**src/rtl/mesh_pkt_injector.sv**
```systemverilog
// Local-port packet injector: encodes (dst, payload) commands into mesh packets and queues them.
// One cycle from command accept to out_valid; cmd_ready drops only when the queue is full.
module mesh_pkt_injector #(
   parameter int MY_X   = 0,
   parameter int MY_Y   = 0,
   parameter int MESH_X = 4,
   parameter int MESH_Y = 4,
   parameter int DEPTH  = 4
) (
   input  logic                       clk,
   input  logic                       reset,
   input  logic                       cmd_valid,
   output logic                       cmd_ready,
   input  logic [7:0]                 cmd_dst_x,
   input  logic [7:0]                 cmd_dst_y,
   input  logic [31:0]                cmd_data,
   output logic                       out_valid,
   input  logic                       out_ready,
   output logic [63:0]                out_pkt,
   output logic                       err_pulse,
   output logic [15:0]                sent_cnt,
   output logic [15:0]                drop_cnt,
   output logic [$clog2(DEPTH):0]     fifo_count
);

   localparam int AW = $clog2(DEPTH);
   localparam int CW = AW + 1;
   localparam logic [7:0] MYX8   = MY_X[7:0];
   localparam logic [7:0] MYY8   = MY_Y[7:0];
   localparam logic [8:0] MESHX9 = MESH_X[8:0];
   localparam logic [8:0] MESHY9 = MESH_Y[8:0];
   localparam logic [CW-1:0] FULL = CW'(DEPTH);

   typedef struct packed {
      logic        vc;
      logic        dx;
      logic        dy;
      logic [4:0]  rsv;
      logic [3:0]  hx;
      logic [3:0]  hy;
      logic [7:0]  srcx;
      logic [7:0]  srcy;
      logic [31:0] data;
   } pkt_t;

   pkt_t          mem [DEPTH];
   logic [AW-1:0] wr_ptr, rd_ptr;
   logic          vc_toggle;
   logic          accept, legal, push, pop;
   logic [7:0]    dist_x, dist_y;
   pkt_t          enc;

   assign cmd_ready = (fifo_count < FULL) & ~reset;
   assign accept    = cmd_valid & cmd_ready;
   assign legal     = ({1'b0, cmd_dst_x} < MESHX9) && ({1'b0, cmd_dst_y} < MESHY9);
   assign push      = accept & legal;
   assign out_valid = (fifo_count != '0);
   assign pop       = out_valid & out_ready;

   assign dist_x = (cmd_dst_x >= MYX8) ? (cmd_dst_x - MYX8) : (MYX8 - cmd_dst_x);
   assign dist_y = (cmd_dst_y >= MYY8) ? (cmd_dst_y - MYY8) : (MYY8 - cmd_dst_y);

   always_comb begin
      enc      = '0;
      enc.vc   = vc_toggle;
      enc.dx   = (cmd_dst_x < MYX8);
      enc.dy   = (cmd_dst_y < MYY8);
      enc.hx   = dist_x[3:0];
      enc.hy   = dist_y[3:0];
      enc.srcx = MYX8;
      enc.srcy = MYY8;
      enc.data = cmd_data;
   end

   // Gate the head so stale storage is never visible while empty.
   assign out_pkt = out_valid ? mem[rd_ptr] : '0;

   always_ff @(posedge clk) begin
      if (push) begin
         mem[wr_ptr] <= enc;
      end
   end

   always_ff @(posedge clk) begin
      if (reset) begin
         wr_ptr     <= '0;
         rd_ptr     <= '0;
         fifo_count <= '0;
         vc_toggle  <= 1'b0;
         err_pulse  <= 1'b0;
         sent_cnt   <= '0;
         drop_cnt   <= '0;
      end else begin
         err_pulse <= accept & ~legal;
         if (accept & ~legal) begin
            drop_cnt <= drop_cnt + 16'd1;
         end
         if (push) begin
            wr_ptr    <= wr_ptr + 1'b1;
            vc_toggle <= ~vc_toggle;
         end
         if (pop) begin
            rd_ptr   <= rd_ptr + 1'b1;
            sent_cnt <= sent_cnt + 16'd1;
         end
         case ({push, pop})
            2'b10:   fifo_count <= fifo_count + 1'b1;
            2'b01:   fifo_count <= fifo_count - 1'b1;
            default: fifo_count <= fifo_count;
         endcase
      end
   end

endmodule

```
**config.mk**
```make
export PLATFORM = sky130hd
export DESIGN_NAME = mesh_pkt_injector
export DESIGN_NICKNAME = d
export VERILOG_FILES = /design/src/rtl/mesh_pkt_injector.sv
export SDC_FILE = /design/constraint.sdc
export NUM_CORES = 1
export LEC_CHECK = 0
export ABC_AREA = 1
export CAP_MARGIN = 0
export CORE_MARGIN = 2
export CORE_UTILIZATION = 48
export CTS_CLUSTER_DIAMETER = 150
export DETAILED_ROUTE_END_ITERATION = 16
export HOLD_SLACK_MARGIN = 0.12
export PLACE_DENSITY = 0.77
export SYNTH_ARGS = -nofsm -noshare
export SYNTH_HDL_FRONTEND = slang
export SYNTH_SLANG_ARGS = --single-unit
```
**constraint.sdc**
```tcl
create_clock -name clk -period 3.2 [get_ports clk]
set_input_delay 0.32 -clock clk [delete_from_list [all_inputs] [get_ports clk]]
set_output_delay 0.32 -clock clk [all_outputs]
set_load 0.05 [all_outputs]
```
Word-level counts from Yosys, hierarchy flattened
Memory sizes are Yosys's and may differ from the RTL's. A register that Yosys moved wholly into a read port is not among the register bits.
Cells that the tools add are included.
{ "totals": {"ff_bits": 41, "ram_bits": 172, "input_bits": 52, "output_inout_bits": 102, "wordCells": 44, "memories": 1} }
{ "memory_table": {"columns": ["name", "depth", "width", "rd", "rd_ports_with_merged_regs", "write_ports", "line_no", "text"], "rows": [
  ["mem", 4, 43, 1, 1, 1, "46", "pkt_t mem [DEPTH];"]
]} }
{ "op_classes": {"n_addsub": 8, "n_lt_le_gt_ge": 7, "eq_ne": 2, "mux": 8, "bitwise": 8, "n_reduce_logical": 3} }
{ "ops": {"columns": ["operator", "n"], "rows": [
  ["$mux 64", 1],
  ["$add 16x1->16 const B", 2],
  ["$ge 8x1->1 const B", 2],
  ["$lt 8x1->1 const B", 2],
  ["$lt 8x3->1 const B", 2],
  ["$mux 4", 2],
  ["$sub 1x4->4 const A", 2],
  ["$pmux 3 s2", 1],
  ["$and 1x1->1", 5],
  ["$add 2x1->2 const B", 2],
  ["$mux 2", 2],
  ["$add 3x1->3 const B", 1],
  ["$lt 3x3->1 const B", 1],
  ["$not 1->1", 3],
  ["$reduce_bool 3->1", 1],
  ["$sub 3x1->3 const B", 1],
  ["$eq 2x1->1 const B", 1],
  ["$eq 2x2->1 const B", 1],
  ["$mux 1", 2],
  ["$reduce_bool 2->1", 1],
  ["$logic_and 1x1->1", 1]
]} }

Longest topological paths before layout
Gate-level depths: netlist (run 1).
{ "logic_depth": {"ltp_word": 6, "depth_mapped": 11} }

Worst setup path before layout (run 1)
No wires, ideal clock.
{ "synth_path": {"path_kind": "register -> register", "from": "reg fifo_count[2]", "to": "mem mem[0][0] (netlist name), enable pin", "arrival_time_ns": 3.211, "required_ns": 2.761, "path_slack_ns": -0.451, "path_stages_with_launch": 6, "path_buffers": 0, "period_less_slack_ns": 3.651, "path_cell_list": "dfxtp_1 > nor2_2 > nand2_1 > inv_2 > nand2_2 > nor2_1"} }
{ "synth_via": {"elab_chain_len": 6} }
{ "synth_lines": {"columns": ["item", "line_no", "text"], "rows": [
  ["from (decl)", "23", "output logic [$clog2(DEPTH):0] fifo_count"],
  ["from (signal assigned)", "107", "2'b10: fifo_count <= fifo_count + 1'b1;"],
  ["from (signal assigned)", "108", "2'b01: fifo_count <= fifo_count - 1'b1;"],
  ["from (signal assigned)", "109", "default: fifo_count <= fifo_count;"],
  ["$lt 3x3->1", "53", "assign cmd_ready = (fifo_count < FULL) & ~reset;"],
  ["$and 1x1->1", "53", null],
  ["named net cmd_ready", "13", "output logic cmd_ready,"],
  ["$and 1x1->1", "54", "assign accept = cmd_valid & cmd_ready;"],
  ["$and 1x1->1", "56", "assign push = accept & legal;"],
  ["$mux 1", "79", "if (push) begin"],
  ["$mux 1 (not written as such)", "80", "mem[wr_ptr] <= enc;"],
  ["to (decl)", "46", null]
]} }
The timed path passes the listed nets, and every way through them passes these cells.

==> qor.yml, run 1 <==
power:
  ir_drop_mv: 0.362
  p_leak_nw: 4.09
  clockPowerShare_pct: 45.3
  switching_share_pct: 19.3
  powerDensity_nw_per_um2: 494
  internal_power_mw: 4.57
  comb_power_share_pct: 3.5
  pwr-share-seq_pct: 51.2
  switchingPower_mw: 1.09
yosys:
  synth_top_cell_area_share_pct: 55.8
  synthMostInstantiatedCell: "nor2_1"
  yosysWarnings: 0
  synthCells: 846
  synth_seq_cells: 207
  synth_area_um2: 8830
  ys_seq_area_share_pct: 65.5
  synth_area_leader_cell: "edfxtp_1"
  synth-edff-count: 164
  synth_area_per_cell_um2: 10.4
  ys.flop_type: "edfxtp_1"
  async_flop_share_pct: 0
  synth_common_cells: "221 x nor2_1, 164 x edfxtp_1, 82 x o21ai_0, 77 x nand2_1, 69 x a21oi_1"
  ys_types: 33
  netlist_top_cells_area: "edfxtp_1 56%, dfxtp_1 9.7%, nor2_1 9.4%"
place:
  place.gp.congestion: 0.767
  dp_hpwl_mm: 11.6
  port_buffers: 130
  post_dp_cell_area_um2: 10700
  dp_slack_ns: 0.566
setup_path:
  rrSetupSlack_ns: 1.00
  crit_family: "buffers and inverters"
  worst_ep_arrival_time_ns: 2.33
  path_buf_inv: 3
  startpoint_type: "flop"
  timing.rr.start: "fifo_count[2]"
  slowest_delay_ns: 0.46
  crit_slowest_cell: "inv_2"
  r2r_end: "fifo_count[2]"
  required_ns: 2.88
  reg2reg_depth: 11
  cp_max_fo: 40
  end_kind: "output pin"
  worstSetupPathType: "reg -> out"
  cp_cell_sequence: "inv_2, buf_4, o21ai_0, a21oi_1, buf_12"
detailed_routing:
  wl_per_cell_um: 15.5
  firstDrtPassIters: 5
  drc_errors: 0
  ant_nets: 0
  viasPerCell: 5.16
  vias: 6278
  drt_iter0_drc: 455
  drt-total-wl_mm: 18.9
worst_hold_path:
  min-delay-start: "rd_ptr[1]"
  holdCritPathClass: "reg -> reg"
  hold_depth: 2
timing:
  tightest_slew_ns: 0.763
  slew_viol_final: 0
  min_period_over_period_pct: 83.0
  fin_skew_ns: 0.00608
  hold_viol_final: 0
  setup_violations: 0
  layout_setup_ws_ns: 0.545
  slew_headroom_pct: 49.1
  tns_ns: 0
  rsz0062_at_grt: "no"
  timing.final.crit_period_ns: 2.65
  whs_ns: 0.466
  fmax_ghz: 0.377
floorplan:
  die_h_um: 140
  fp-row-count: 49
  die_width_um: 140
  start_util_pct: 49.0
  io_pins: 154
  die_area_um2: 19500
  core_um2: 18000
final_layout:
  fin_nets: 1033
  multiInputGateArea_um2: 2630
  final_layout_size_suffix_gt1_share_pct: 11.8
  area_growth_pct: 29.7
  fin_area_um2: 11500
  regArea_um2: 5790
  num_antenna_cells: 0
  nFillCells: 1378
grt:
  antenna_found_initial: 0
  grt_pass1_vias: 6079
  grtUsageTotal_pct: 18.9
  grt_first_pass_wirelength_mm: 30.2
  grt_max_degree: 51
  grt_overflow: 0
clocking:
  clock-sinks: 207
  clk_path_buf_depth: 3
  htreeDepth: 1
  clk_latency_ns: 0.48
  postCtsSetupBuffers: 0
  cts_resized: 0
  hold_buffers: 0
  cts_tree: "yes"
  clk_pin_slew_ns: 0.06
  cts-buffers-inserted: 21
  cts_root_buf: "clkbuf_16"
run:
  maxCapViolations: 0
run_status:
  status: "completed"
[power groups by stage]
stage | Combinational (mW) | Sequential [mW] | Clock, mW
after global routing | 0.210 | 2.90 | 2.72
after global placement | 0.194 | 2.96 | 0
after floorplan | 0.110 | 2.97 | 0
final | 0.198 | 2.90 | 2.56
after CTS | 0.198 | 2.90 | 2.61
after detailed placement | 0.198 | 2.96 | 0
[final cells by class]
cell class,instances,area share [%]
Sequential cell,207,50.5
Multi-Input combinational cell,555,23.0
Timing Repair Buffer,142,16.2
Clock buffer,24,4.68
Tap cell,229,2.50
Clock inverter,13,1.64
Inverter,46,1.51
[worst min-delay path, delay by kind of cell (launching register included)]
kind / cells / cell delay, ns
flip-flops: 1 / 0.30
AO/OA/AOI/OAI: 1 / 0.07
buffers and inverters: 1 / 0.06
[cell families (layout without fill, tap and decap cells)]
family,after synthesis,count (layout),share of synthesized area (%)
flip-flops,207,207,65.5
other,1,23,0.0425
XOR/XNOR,10,10,0.992
AND/OR/NAND/NOR,350,350,16.9
buffers and inverters,106,225,5.94
AO/OA/AOI/OAI,164,164,9.41
adder cells (fa/ha/maj),8,8,1.22
[per-layer routing]
layer,vias up,wire [µm],track usage [%]
li1,3058,-,-
met1,2950,7760,24.3
met2,238,9210,32.7
met3,32,1540,3.99
met4,0,371,5.26
met5,-,0,0
[worst max-delay path by stage]
| stage | start | end | slack (ns) | depth (start not counted) |
|---|---|---|---|---|
| 2_1_floorplan | fifo_count[2] | mem[0][0] | -0.45 | 5 |
| 3_3_place_gp | cmd_dst_x[2] | fifo_count[2] | 0.61 | 12 |
| 3_5_place_dp | cmd_dst_y[2] | fifo_count[2] | 0.57 | 12 |
| 4_1_cts | flop | out_pkt[20] | 0.52 | 5 |
| 5_1_grt | flop | out_pkt[6] | 0.40 | 5 |
| 6_report | flop | out_pkt[20] | 0.55 | 5 |
[registers in the layout, indices dropped and copies added, names as in the netlist, named ones only]
name / cells
drop_cnt: 16
sent_cnt: 16
rd_ptr: 2
err_pulse: 1
wr_ptr: 2
vc_toggle: 1
fifo_count: 3
mem: 164
[cells in the final DEF, fill, tap and decap left out, types with 3 or more instances in the layout]
| cell | synthesis | routed |
|---|---|---|
| clkdlybuf4s50_1 | 0 | 89 |
| nor2_2 | 5 | 5 |
| clkbuf_16 | 0 | 21 |
| bufinv_16 | 0 | 5 |
| inv_2 | 5 | 5 |
| dfxtp_1 | 43 | 41 |
| xor2_1 | 7 | 7 |
| o21ai_0 | 82 | 82 |
| clkbuf_1 | 13 | 3 |
| buf_4 | 25 | 8 |
| o21ai_1 | 11 | 11 |
| ha_1 | 7 | 7 |
| buf_12 | 0 | 45 |
| nor2_1 | 221 | 217 |
| conb_1 | 1 | 23 |
| nand3_1 | 24 | 24 |
| nand2_1 | 77 | 77 |
| nand3b_1 | 3 | 3 |
| a21oi_1 | 69 | 69 |
| clkinv_1 | 0 | 4 |
| edfxtp_1 | 164 | 164 |
| inv_1 | 41 | 41 |
| xnor2_1 | 3 | 3 |
| nor2_4 | 2 | 6 |
| nand2_2 | 5 | 5 |
| nor3_1 | 3 | 3 |
[stage by stage]
step,instances,total power [mW],utilization (%)
floorplan,868,3.08,-
finish,1216,5.66,63.6
detailed placement,1179,3.16,59.5
CTS,1216,5.71,63.6
global placement,1179,3.15,59.5
global route,1216,5.83,63.6
Note: power is estimated with default switching activity, not from simulation.
==> run 2, diff against run 1 <==
- CORE_UTILIZATION: 48 -> 53
- PLACE_DENSITY: 0.77 -> 0.8
- clock period: 3.2 -> 2.5 ns (I/O delays scaled with it)
==> run 2 against run 1 <==
Effect of this change: critical path depth increased by 1; core utilization increased by 6.6 points; clock skew increased by 0.010 ns; highest routed layer unchanged; global-route usage increased by 2.3 points; first-iteration DRC count increased by 6.2%; sequential power increased by 28%.
==> qor.yml, run 2 (synthesis gave the netlist of run 1 again) <==
timing:
  tns_ns: 0  # unchanged
  min_period_over_period_pct: 93.9
  rsz0062_at_grt: "no"  # unchanged
  timing.final.crit_period_ns: 2.35
  fmax_ghz: 0.426
  layout_setup_ws_ns: 0.151  # was 0.545 ns
  setup_violations: 0  # unchanged
  slew_headroom_pct: 46.1  # was 49.1%
  hold_viol_final: 0  # unchanged
  fin_skew_ns: 0.0164  # was 0.00608 ns
  slew_viol_final: 0  # unchanged
  tightest_slew_ns: 0.807  # was 0.763 ns
clocking:
  cts_tree: "yes"  # unchanged
  cts-buffers-inserted: 21  # unchanged
  clk_path_buf_depth: 3  # unchanged
  clk_latency_ns: 0.49  # was 0.48 ns
  cts_root_buf: "clkbuf_16"  # unchanged
  hold_buffers: 0  # unchanged
  clk_pin_slew_ns: 0.07  # was 0.06 ns
  htreeDepth: 1  # unchanged
  clock-sinks: 207  # unchanged
floorplan:
  start_util_pct: 53.8  # was 49.0%
  die_area_um2: 17700  # was 19500 µm²
  die_h_um: 133  # was 140 µm
  core_um2: 16400  # was 18000 µm²
  die_width_um: 133  # was 140 µm
  io_pins: 154  # unchanged
  fp-row-count: 47  # was 49
setup_path:
  endpoint: "out_pkt[63]"  # was out_pkt[20]
  worstSetupPathType: "reg -> out"  # unchanged
  reg2reg_depth: 11  # unchanged
  required_ns: 2.25  # was 2.88 ns
  crit_slowest_cell: "dfxtp_1"  # was inv_2
  slowest_delay_ns: 0.48  # was 0.46 ns
  cp_max_fo: 41  # was 40
  worst_ep_arrival_time_ns: 2.10  # was 2.33 ns
  rrSetupSlack_ns: 0.33  # was 1.00 ns
  timing.rr.start: "fifo_count[2]"  # unchanged
  startpoint: "fifo_count[2]"
  cp_cell_sequence: "inv_2, nand3_4, inv_1, buf_4, a21oi_1, buf_12"  # was inv_2, buf_4, o21ai_0, a21oi_1, buf_12
  r2r_end: "fifo_count[2]"  # unchanged
  end_kind: "output pin"  # unchanged
  startpoint_type: "flop"  # unchanged
final_layout:
  final_cells: 1214  # was 1216
  num_antenna_cells: 0  # unchanged
  area_growth_pct: 30.3  # was 29.7%
  largest_reg_flops: 164  # unchanged
  regMostFlops: "mem"  # unchanged
  reg_top3: "mem: 164 flops, drop_cnt: 16 flops, sent_cnt: 16 flops"  # unchanged
  fin_nets: 1040  # was 1033
  layout_common_cells: "217 x nor2_1, 164 x edfxtp_1, 88 x clkdlybuf4s50_1"  # was 217 x nor2_1, 164 x edfxtp_1, 89 x clkdlybuf4s50_1
  layout_commonest_cell: "nor2_1"  # unchanged
  final_layout_size_suffix_gt1_share_pct: 13.2  # was 11.8%
place:
  place.gp.congestion: 0.790  # was 0.767
  dp.cells: 1176  # was 1179
  dp_slack_ns: 0.160  # was 0.566 ns
  dp_hpwl_mm: 11.9  # was 11.6 mm
  port_buffers: 130  # unchanged
power:
  internal_power_mw: 5.66  # was 4.57 mW
  powerDensity_nw_per_um2: 617  # was 494 nW/µm²
  pwr-share-seq_pct: 52.3  # was 51.2%
  ir_drop_mv: 0.482  # was 0.362 mV
  clockPowerShare_pct: 44.1  # was 45.3%
  switching_share_pct: 20.4  # was 19.3%
  switchingPower_mw: 1.45  # was 1.09 mW
  p_leak_nw: 4.12  # was 4.09 nW
  comb_power_share_pct: 3.6  # was 3.5%
detailed_routing:
  viasPerCell: 5.20  # was 5.16
  drc_errors: 0  # unchanged
  drt-total-wl_mm: 18.9  # about the same
  drt_iter0_drc: 483  # was 455
  vias: 6309  # was 6278
  wl_per_cell_um: 15.6  # was 15.5 µm
  firstDrtPassIters: 5  # unchanged
  ant_nets: 0  # unchanged
run_status:
  status: "completed"  # unchanged
grt:
  grt_overflow: 0  # unchanged
  grt_pass1_vias: 6184  # was 6079
  grtUsageTotal_pct: 21.2  # was 18.9%
  grt_first_pass_wirelength_mm: 30.2  # about the same
  grt_max_degree: 61  # was 51
  antenna_found_initial: 0  # unchanged
worst_hold_path:
  holdCritPathClass: "in -> reg"  # was reg -> reg
run:
  maxCapViolations: 0  # unchanged
==> run 2: cell count changes in the layout (fill, tap and decap cells not counted), sizes merged <==
cell | previous run | this run
buf | 53 | 61
bufinv | 5 | 3
clkbuf | 24 | 22
clkdlybuf4s50 | 89 | 88
clkinvlp | 2 | 6
==> run 2: power by group through the flow <==
stage / sequential (mW) / combinational, mW / clock (mW)
6_report: 3.71 / 0.255 / 3.13
5_1_grt: 3.71 / 0.270 / 3.31
4_1_cts: 3.71 / 0.255 / 3.18
3_5_place_dp: 3.79 / 0.253 / 0
3_3_place_gp: 3.79 / 0.251 / 0
2_1_floorplan: 3.80 / 0.141 / 0
==> run 2: how the worst min path moves through the flow <==
stage / startpoint / to / slack, ns / cells past startpoint
6_report: cmd_dst_x[1] / mem[2][37] / 0.40 / 1
2_1_floorplan: cmd_data[0] / mem[0][0] / 0.35 / 0
5_1_grt: cmd_data[14] / mem[3][14] / 0.42 / 1
4_1_cts: cmd_data[12] / mem[2][12] / 0.40 / 1
3_5_place_dp: rd_ptr[1] / flop / 0.46 / 2
3_3_place_gp: rd_ptr[1] / flop / 0.45 / 2
==> run 2: timing repair <==
| action | 4_1_cts | 5_1_grt |
|---|---|---|
| setup buffers | 0 | 1 |
| gates resized for setup | 0 | 3 |
| endpoints found under the setup margin | 0 | 13 |
==> run 2: critical path: cells and delay by family, from the launching register on <==
| kind | cells | cell delay [ns] |
|---|---|---|
| AND/OR/NAND/NOR | 1 | 0.10 |
| buffers and inverters | 4 | 0.62 |
| AO/OA/AOI/OAI | 1 | 0.39 |
| flip-flops | 1 | 0.48 |
==> run 2: stage by stage <==
step | cell area (µm²) | total power [mW] | utilization, % | hold WS, ns
after floorplan | 8950 | 3.94 | - | 0.349
after global placement | 10800 | 4.04 | 65.8 | 0.455
after detailed placement | 10800 | 4.04 | 65.8 | 0.457
after CTS | 11500 | 7.15 | 70.0 | 0.398
after global routing | 11500 | 7.29 | 70.1 | 0.419
final | 11500 | 7.10 | 70.1 | 0.403
==> run 2: routing by layer <==
layer / global-route usage, % / up-vias / share of wire [%]
met5: 0 / - / 0
met4: 8.24 / 0 / 2.7
met3: 4.37 / 43 / 7.4
met2: 37.3 / 212 / 50
met1: 25.6 / 2982 / 40
li1: - / 3072 / -
==> run 2: cell type report <==
type                       count  area, µm²
inverter                      46        176
timing repair buffer         149       1930
tap                          220        275
multi-input combinational    555       2640
clock buffer                  22        529
fill                        1114       4900
sequential                   207       5790
clock inverter                15        165
